$ cat config.mk
export PLATFORM = sky130hd
export DESIGN_NAME = score_renderer
export DESIGN_NICKNAME = d
export VERILOG_FILES = /design/src/rtl/score_renderer.sv
export SDC_FILE = /design/constraint.sdc
export NUM_CORES = 1
export LEC_CHECK = 0
export ABC_AREA = 1
export BUFFER_PORTS_ARGS = -buffer_cell sky130_fd_sc_hd__buf_2
export CORE_MARGIN = 2
export CORE_UTILIZATION = 55
export CTS_BUF_LIST = sky130_fd_sc_hd__clkbuf_8 sky130_fd_sc_hd__clkbuf_16
export CTS_CLUSTER_DIAMETER = 60
export CTS_CLUSTER_SIZE = 25
export DETAILED_ROUTE_END_ITERATION = 6
export GPL_TIMING_DRIVEN = 1
export PLACE_DENSITY = 0.78
export SETUP_SLACK_MARGIN = 0.1
export SLEW_MARGIN = 10
export SYNTH_ARGS = -nofsm -noshare
export SYNTH_HDL_FRONTEND = slang
export SYNTH_SLANG_ARGS = --single-unit
$ cat constraint.sdc
create_clock -name Clk -period 6.55 [get_ports Clk]
set_input_delay 1.31 -clock Clk [delete_from_list [all_inputs] [get_ports Clk]]
set_output_delay 1.31 -clock Clk [all_outputs]
set_load 0.1 [all_outputs]
$ cat src/rtl/score_renderer.sv
// Score/lives glyph renderer: converts the score to BCD once per frame and turns each
// DrawX/DrawY into glyph ROM addresses, returning a palette index three cycles later.
module score_renderer #(
  parameter int unsigned GLYPH_W = 20,
  parameter int unsigned GLYPH_H = 25,
  parameter int unsigned DIGITS  = 4,
  parameter int unsigned X0      = 16,
  parameter int unsigned Y0      = 8,
  parameter int unsigned ROW_GAP = 4
) (
  input  logic        Clk,
  input  logic        Reset_n,
  input  logic        frame_start,
  input  logic [13:0] score,
  input  logic [3:0]  lives,
  input  logic [9:0]  DrawX,
  input  logic [9:0]  DrawY,
  output logic [14:0] read_address0,
  output logic [14:0] read_address1,
  input  logic [4:0]  data_Out0,
  input  logic [4:0]  data_Out1,
  output logic        pix_on,
  output logic [4:0]  pix_idx,
  output logic        bcd_busy
);

  localparam logic [9:0]  XL        = 10'(X0);
  localparam logic [9:0]  YScore    = 10'(Y0);
  localparam logic [9:0]  YLives    = 10'(Y0 + GLYPH_H + ROW_GAP);
  localparam logic [9:0]  GH        = 10'(GLYPH_H);
  localparam logic [14:0] GlyphSize = 15'(GLYPH_W * GLYPH_H);
  localparam logic [14:0] RowPitch  = 15'(GLYPH_W);
  localparam logic [3:0]  GlyphL    = 4'd10;
  localparam logic [3:0]  GlyphS    = 4'd11;

  typedef enum logic [1:0] {StIdle, StShift, StDone} state_t;

  state_t      state;
  logic [13:0] bin_q;
  logic [15:0] acc_q;
  logic [3:0]  lives_lat_q;
  logic [3:0]  iter_q;
  logic [15:0] disp_q;
  logic [3:0]  disp_lives_q;
  logic [15:0] acc_adj;

  // Double-dabble correction: every nibble >= 5 gets +3 before the shift.
  always_comb begin
    acc_adj = acc_q;
    for (int i = 0; i < 4; i++) begin
      if (acc_q[4*i +: 4] >= 4'd5) acc_adj[4*i +: 4] = acc_q[4*i +: 4] + 4'd3;
    end
  end

  always_ff @(posedge Clk) begin
    if (!Reset_n) begin
      state        <= StIdle;
      bin_q        <= '0;
      acc_q        <= '0;
      lives_lat_q  <= '0;
      iter_q       <= '0;
      disp_q       <= '0;
      disp_lives_q <= '0;
      bcd_busy     <= 1'b0;
    end else begin
      unique case (state)
        StIdle: begin
          if (frame_start) begin
            bin_q       <= (score > 14'd9999) ? 14'd9999 : score;
            lives_lat_q <= (lives > 4'd9) ? 4'd9 : lives;
            acc_q       <= '0;
            iter_q      <= '0;
            bcd_busy    <= 1'b1;
            state       <= StShift;
          end
        end
        StShift: begin
          acc_q  <= {acc_adj[14:0], bin_q[13]};
          bin_q  <= {bin_q[12:0], 1'b0};
          iter_q <= iter_q + 4'd1;
          if (iter_q == 4'd13) state <= StDone;
        end
        StDone: begin
          disp_q       <= acc_q;
          disp_lives_q <= lives_lat_q;
          bcd_busy     <= 1'b0;
          state        <= StIdle;
        end
        default: state <= StIdle;
      endcase
    end
  end

  logic        in_y0, in_y1, hit0, hit1, seen, draw;
  logic [3:0]  glyph0, glyph1, dig;
  logic [9:0]  col0, col1, lo, hi;
  logic [14:0] addr0, addr1;

  always_comb begin
    in_y0  = (DrawY >= YScore) && (DrawY < YScore + GH);
    in_y1  = (DrawY >= YLives) && (DrawY < YLives + GH);
    hit0   = 1'b0;
    hit1   = 1'b0;
    glyph0 = '0;
    glyph1 = '0;
    col0   = '0;
    col1   = '0;
    seen   = 1'b0;
    draw   = 1'b0;
    dig    = '0;
    lo     = '0;
    hi     = '0;
    for (int k = 0; k <= int'(DIGITS); k++) begin
      lo = XL + 10'(k * GLYPH_W);
      hi = lo + 10'(GLYPH_W);
      if (k == 0) begin
        dig  = GlyphS;
        draw = 1'b1;
      end else begin
        // Leading zeros blank; the units digit is always drawn.
        dig  = disp_q[4*(int'(DIGITS)-k) +: 4];
        seen = seen | (dig != 4'd0);
        draw = seen | (k == int'(DIGITS));
      end
      if (in_y0 && draw && DrawX >= lo && DrawX < hi) begin
        hit0   = 1'b1;
        glyph0 = dig;
        col0   = DrawX - lo;
      end
      if (k < 2 && in_y1 && DrawX >= lo && DrawX < hi) begin
        hit1   = 1'b1;
        glyph1 = (k == 0) ? GlyphL : disp_lives_q;
        col1   = DrawX - lo;
      end
    end
    addr0 = {11'd0, glyph0} * GlyphSize + {5'd0, DrawY - YScore} * RowPitch + {5'd0, col0};
    addr1 = {11'd0, glyph1} * GlyphSize + {5'd0, DrawY - YLives} * RowPitch + {5'd0, col1};
  end

  logic       hit0_q, hit1_q, hit0_qq, hit1_qq;
  logic [4:0] rom_pix;

  always_comb begin
    rom_pix = '0;
    if (hit0_qq)      rom_pix = data_Out0;
    else if (hit1_qq) rom_pix = data_Out1;
  end

  always_ff @(posedge Clk) begin
    if (!Reset_n) begin
      read_address0 <= '0;
      read_address1 <= '0;
      hit0_q        <= 1'b0;
      hit1_q        <= 1'b0;
      hit0_qq       <= 1'b0;
      hit1_qq       <= 1'b0;
      pix_on        <= 1'b0;
      pix_idx       <= '0;
    end else begin
      read_address0 <= hit0 ? addr0 : 15'd0;
      read_address1 <= hit1 ? addr1 : 15'd0;
      hit0_q        <= hit0;
      hit1_q        <= hit1;
      hit0_qq       <= hit0_q;
      hit1_qq       <= hit1_q;
      pix_on        <= (rom_pix != 5'd0);
      pix_idx       <= rom_pix;
    end
  end

endmodule
==> metrics.md <==
| Metric | Value |
|---|---|
| Net switching share of the total power | `roughly 34%` |
| Initial core utilization | `between 50% and 60%` |
| Clock sink total | `101` |
| Crit-path slowest cell | `fa_1` |
| Required time at the endpoint of the critical path | `6.85 ns` |
| Number of global-route vias before repair | `just under 8000` |
| Total count of hold-check failures in the final report | `0` |
| Count of endpoints failing setup in the final report | `0` |
| Number of hold buffers added after CTS | `0` |
| Met3 usage | `roughly 3.9%` |
| Area of placed instances | `0.0101 mm²` |
| Top-level I/O count | `about 90` |
| Endpoint class of the critical path | `flip-flop` |
| RSZ-0062 raised after global routing | `true` |
| Clock-pin slew on the worst setup and hold paths | `~0.080 ns` |
| Antenna viol nets, final | `0` |
| Number of optimization iterations in the first detailed-route pass | `7` |
| Path type of the worst min-delay path | `flip-flop to flip-flop` |
| Congestion Overflow GR | `0` |
| R2R setup slack | `1.15 ns` |
| Clock tree from TritonCTS | `done` |
| Finished Cell Area | `roughly 0.011 mm²` |
| Normalized max-slew margin | `between 40% and 50%` |
| Area added between synthesis and finish | `23.1%` |
| Post-synthesis net count | `between 1000 and 1500` |
| Maximum buffer depth of the clock tree | `2` |
| CTS HTree Levels | `3` |
| Data arrival at the endpoint of the critical path | `6.67 ns` |
| CTS Root Cell | `clkbuf_16` |
| DR iter-0 viols | `~450` |
| Final critical-path required period | `between 6 and 7 ns` |
| Overall fraction of global-route tracks in use | `between 20% and 30%` |
| Final wirelength | `between 20 and 25 mm` |
| Pint | `about 1.2 mW` |
| Non-Filler Instances | `roughly 1600` |
| Remaining routing DRC violations | `0` |
| Placeable core area | `between 0.015 and 0.02 mm²` |
| Ratio of routed vias to standard cells | `~5.3` |
| Total of warnings raised by yosys | `0` |
| Post-place setup slack | `-0.195 ns` |
| Proportion of layout cells with a drive suffix above 1 | `approximately a quarter` |
| Netlist cell types | `51` |
| Post-DP HPWL | `approximately 17 mm` |
| Worst Clk Skew | `around 0.0084 ns` |
| Worst Tran Pin Value | `0.843 ns` |
| Kind of start point of the critical path | `input port` |
| Number of placement rows | `46` |
| Worst Setup Path Type | `input port to flip-flop` |
| Mapped Avg Cell Area | `about 7.4 µm²` |
| Max-slew violation count | `0` |
| Number of instances in the synthesized netlist | `between 1000 and 1500` |
| Total power divided by cell area | `~170 mW/mm²` |
| Die area | `about 0.017 mm²` |
| Register bit total from synthesis | `a little over 100` |
| Share of power burned in the clock network | `a little under a third` |
| Post-layout utilization of the core | `68.9%` |
| Worst-path fanout max | `8` |
| Via total after detailed routing | `8451` |
| Largest voltage drop on the vdd net | `around 120 µV` |
| Total net switching power | `between 0.6 and 0.7 mW` |
| Placed cells | `around 1600` |
| Sequential fraction of the synthesis area | `22.8%` |
| Fraction of power consumed by combinational cells | `about 35%` |
| Fin worst setup slack | `between 0.15 and 0.2 ns` |
| Layout fillers | `around 1300` |
| Met1 Use GR | `roughly 33%` |
| Met2 Usage GRT | `44.7%` |
| Die W | `approximately 130 µm` |
| Number of max-cap violations | `0` |
| Final cycle utilization of the critical path | `between 90% and 100%` |
| Final weighted congestion in routability-driven placement | `0.982` |
| Leakage power total | `5.53 nW` |
| Final antenna diode count | `0` |
| Outcome | `completed` |
| Max Freq | `about 160 MHz` |
| Antenna violations before repair | `3` |
| Total CTS buffers | `9` |
| Insertion delay of the later-clocked pin in the worst-skew pair | `around 0.36 ns` |
| Maximum number of pins on one net before global-route repair | `40` |
| Max incr delay on CP | `around 0.49 ns` |
| Average wire length per cell after detail routing | `around 14 µm` |
| Portion of total power attributed to sequential cells | `34.1%` |
| First-pass GRT wire length | `between 30 and 40 mm` |
| Global route hottest layer | `met2` |
| Quantity of I/O buffers inserted on ports | `87` |
| Netlist Area Pre-Place | `0.00886 mm²` |
| Die boundary height | `between 100 and 150 µm` |
| Number of nets in the layout | `roughly 1600` |
| Most common cell type on the critical path | `nand2_1` |
-- cell families (layout without fill, tap and decap cells) --
kind of cell               count (synthesis)  count (layout)  synth area share (%)
AOI/OAI and AO/OA                        241             241                  15.8
xor gates and xnor gates                  58              58                  5.74
adders and majority gates                155             155                  24.8
buffers and inverters                    236             412                  10.5
DFF                                      101             101                  22.8
and+or+nand+nor                          404             404                  20.4
-- worst max-delay path, delay by kind of cell --
family                     cells  cell delay (ns)
AOI/OAI and AO/OA              6             1.05
xor gates and xnor gates       1             0.20
adders and majority gates      6             2.04
buffers and inverters         10             0.93
and+or+nand+nor               12             1.15
-- cells in the mapped netlist, drive strengths merged --
master,instances,area [µm²]
a211oi,3,22.5
a21o,6,45.0
a21oi,98,502
a221oi,1,8.76
a22oi,7,57.6
a31o,1,8.76
a31oi,21,131
and2,1,6.26
and3,1,6.26
buf,11,76.3
clkbuf,18,67.6
clkinv,2,13.8
dfxtp,101,2020
fa,34,681
ha,121,1510
inv,205,769
nand2,213,855
nand3,65,355
nand4,5,31.3
nor2,101,452
nor3,10,50.1
nor3b,1,7.51
o2111ai,4,35.0
o211ai,8,60.1
o21a,5,37.5
o21ai,71,363
o21bai,8,60.1
o221ai,3,26.3
o22ai,1,6.26
o311ai,1,8.76
o31ai,1,7.51
o32ai,2,17.5
or2,6,37.5
or3,1,6.26
xnor2,12,105
xor2,46,403
-- layer usage --
layer,share of wire [%],wire (µm),up-vias
met5,0.16,35,-
met4,2.1,462,6
met3,5.9,1290,53
met2,49,10700,269
met1,43,9470,3902
li1,-,-,4221
-- sequential cells by signal, indices dropped and copies added, names as in the netlist --
| name | flops |
|---|---|
| acc_q | 16 |
| disp_q | 16 |
| read_address0 | 15 |
| read_address1 | 15 |
| bin_q | 14 |
| pix_idx | 5 |
| disp_lives_q | 4 |
| iter_q | 4 |
| lives_lat_q | 4 |
| state | 2 |
| bcd_busy | 1 |
| hit0_q | 1 |
| hit0_qq | 1 |
| hit1_q | 1 |
| hit1_qq | 1 |
| pix_on | 1 |
-- power groups by stage --
stage               clock network [mW]  registers (mW)  logic (mW)
floorplan                            0           0.649       0.372
global placement                     0           0.645       0.562
detailed placement                   0           0.646       0.578
CTS                              0.589           0.631       0.584
global route                     0.617           0.633       0.709
finish                           0.578           0.632       0.640
-- what timing repair did --
item,in CTS,in global routing
buffers inserted,0,11
gates resized for setup,0,85
setup endpoints to repair,0,11
-- path summary, 6_finish.rpt --
path / start / endpoint / depth (start not counted)
min reg2reg: hit0_q / hit0_qq / 2
max: DrawY[4] / read_address0[11] / 35
min: hit0_q / hit0_qq / 2
max reg2reg: disp_q[13] / read_address0[11] / 29
-- through the flow --
stage / total power [mW] / setup TNS (ns) / hold WS, ns
5_1_grt: 1.96 / -0.180 / 0.467
3_3_place_gp: 1.21 / -0.342 / 0.413
2_1_floorplan: 1.02 / 0 / 0.390
4_1_cts: 1.81 / 0 / 0.428
3_5_place_dp: 1.22 / -1.14 / 0.409
6_report: 1.85 / 0 / 0.420
-- cell usage in the layout (no fill, tap or decap), types with 4 or more instances in the layout --
cell type	Yosys	routed
xor2_1	46	45
nand4_1	5	5
a21o_1	6	6
nand3_4	0	4
buf_2	4	84
inv_4	0	4
nand2_4	4	4
o211ai_1	8	8
a22oi_1	6	6
nor2_2	7	8
inv_1	191	179
o21bai_1	8	8
inv_2	14	22
nor3_1	10	7
a21oi_1	95	87
a21oi_2	3	11
nor2_4	3	5
nand3_2	6	8
o21ai_2	2	5
o21a_1	5	5
ha_1	121	106
nand3_1	59	53
fa_1	34	32
dfxtp_1	101	101
buf_4	2	102
o21ai_0	67	63
a31oi_1	21	19
xnor2_1	12	11
nand2_2	10	16
clkbuf_16	0	9
or2_2	6	6
nor2_1	89	86
nand2_1	199	191
ha_4	0	12
-- cell type report --
class,instances,area [µm²],area share [%]
Timing Repair Buffer,189,1220,11.2
Sequential cell,101,2020,18.5
Clock inverter,6,75.1,0.689
Multi-Input combinational cell,858,6280,57.7
Clock buffer,10,239,2.19
Inverter,207,793,7.28
Tap cell,216,270,2.48
Note: power is estimated with default switching activity, not from simulation.
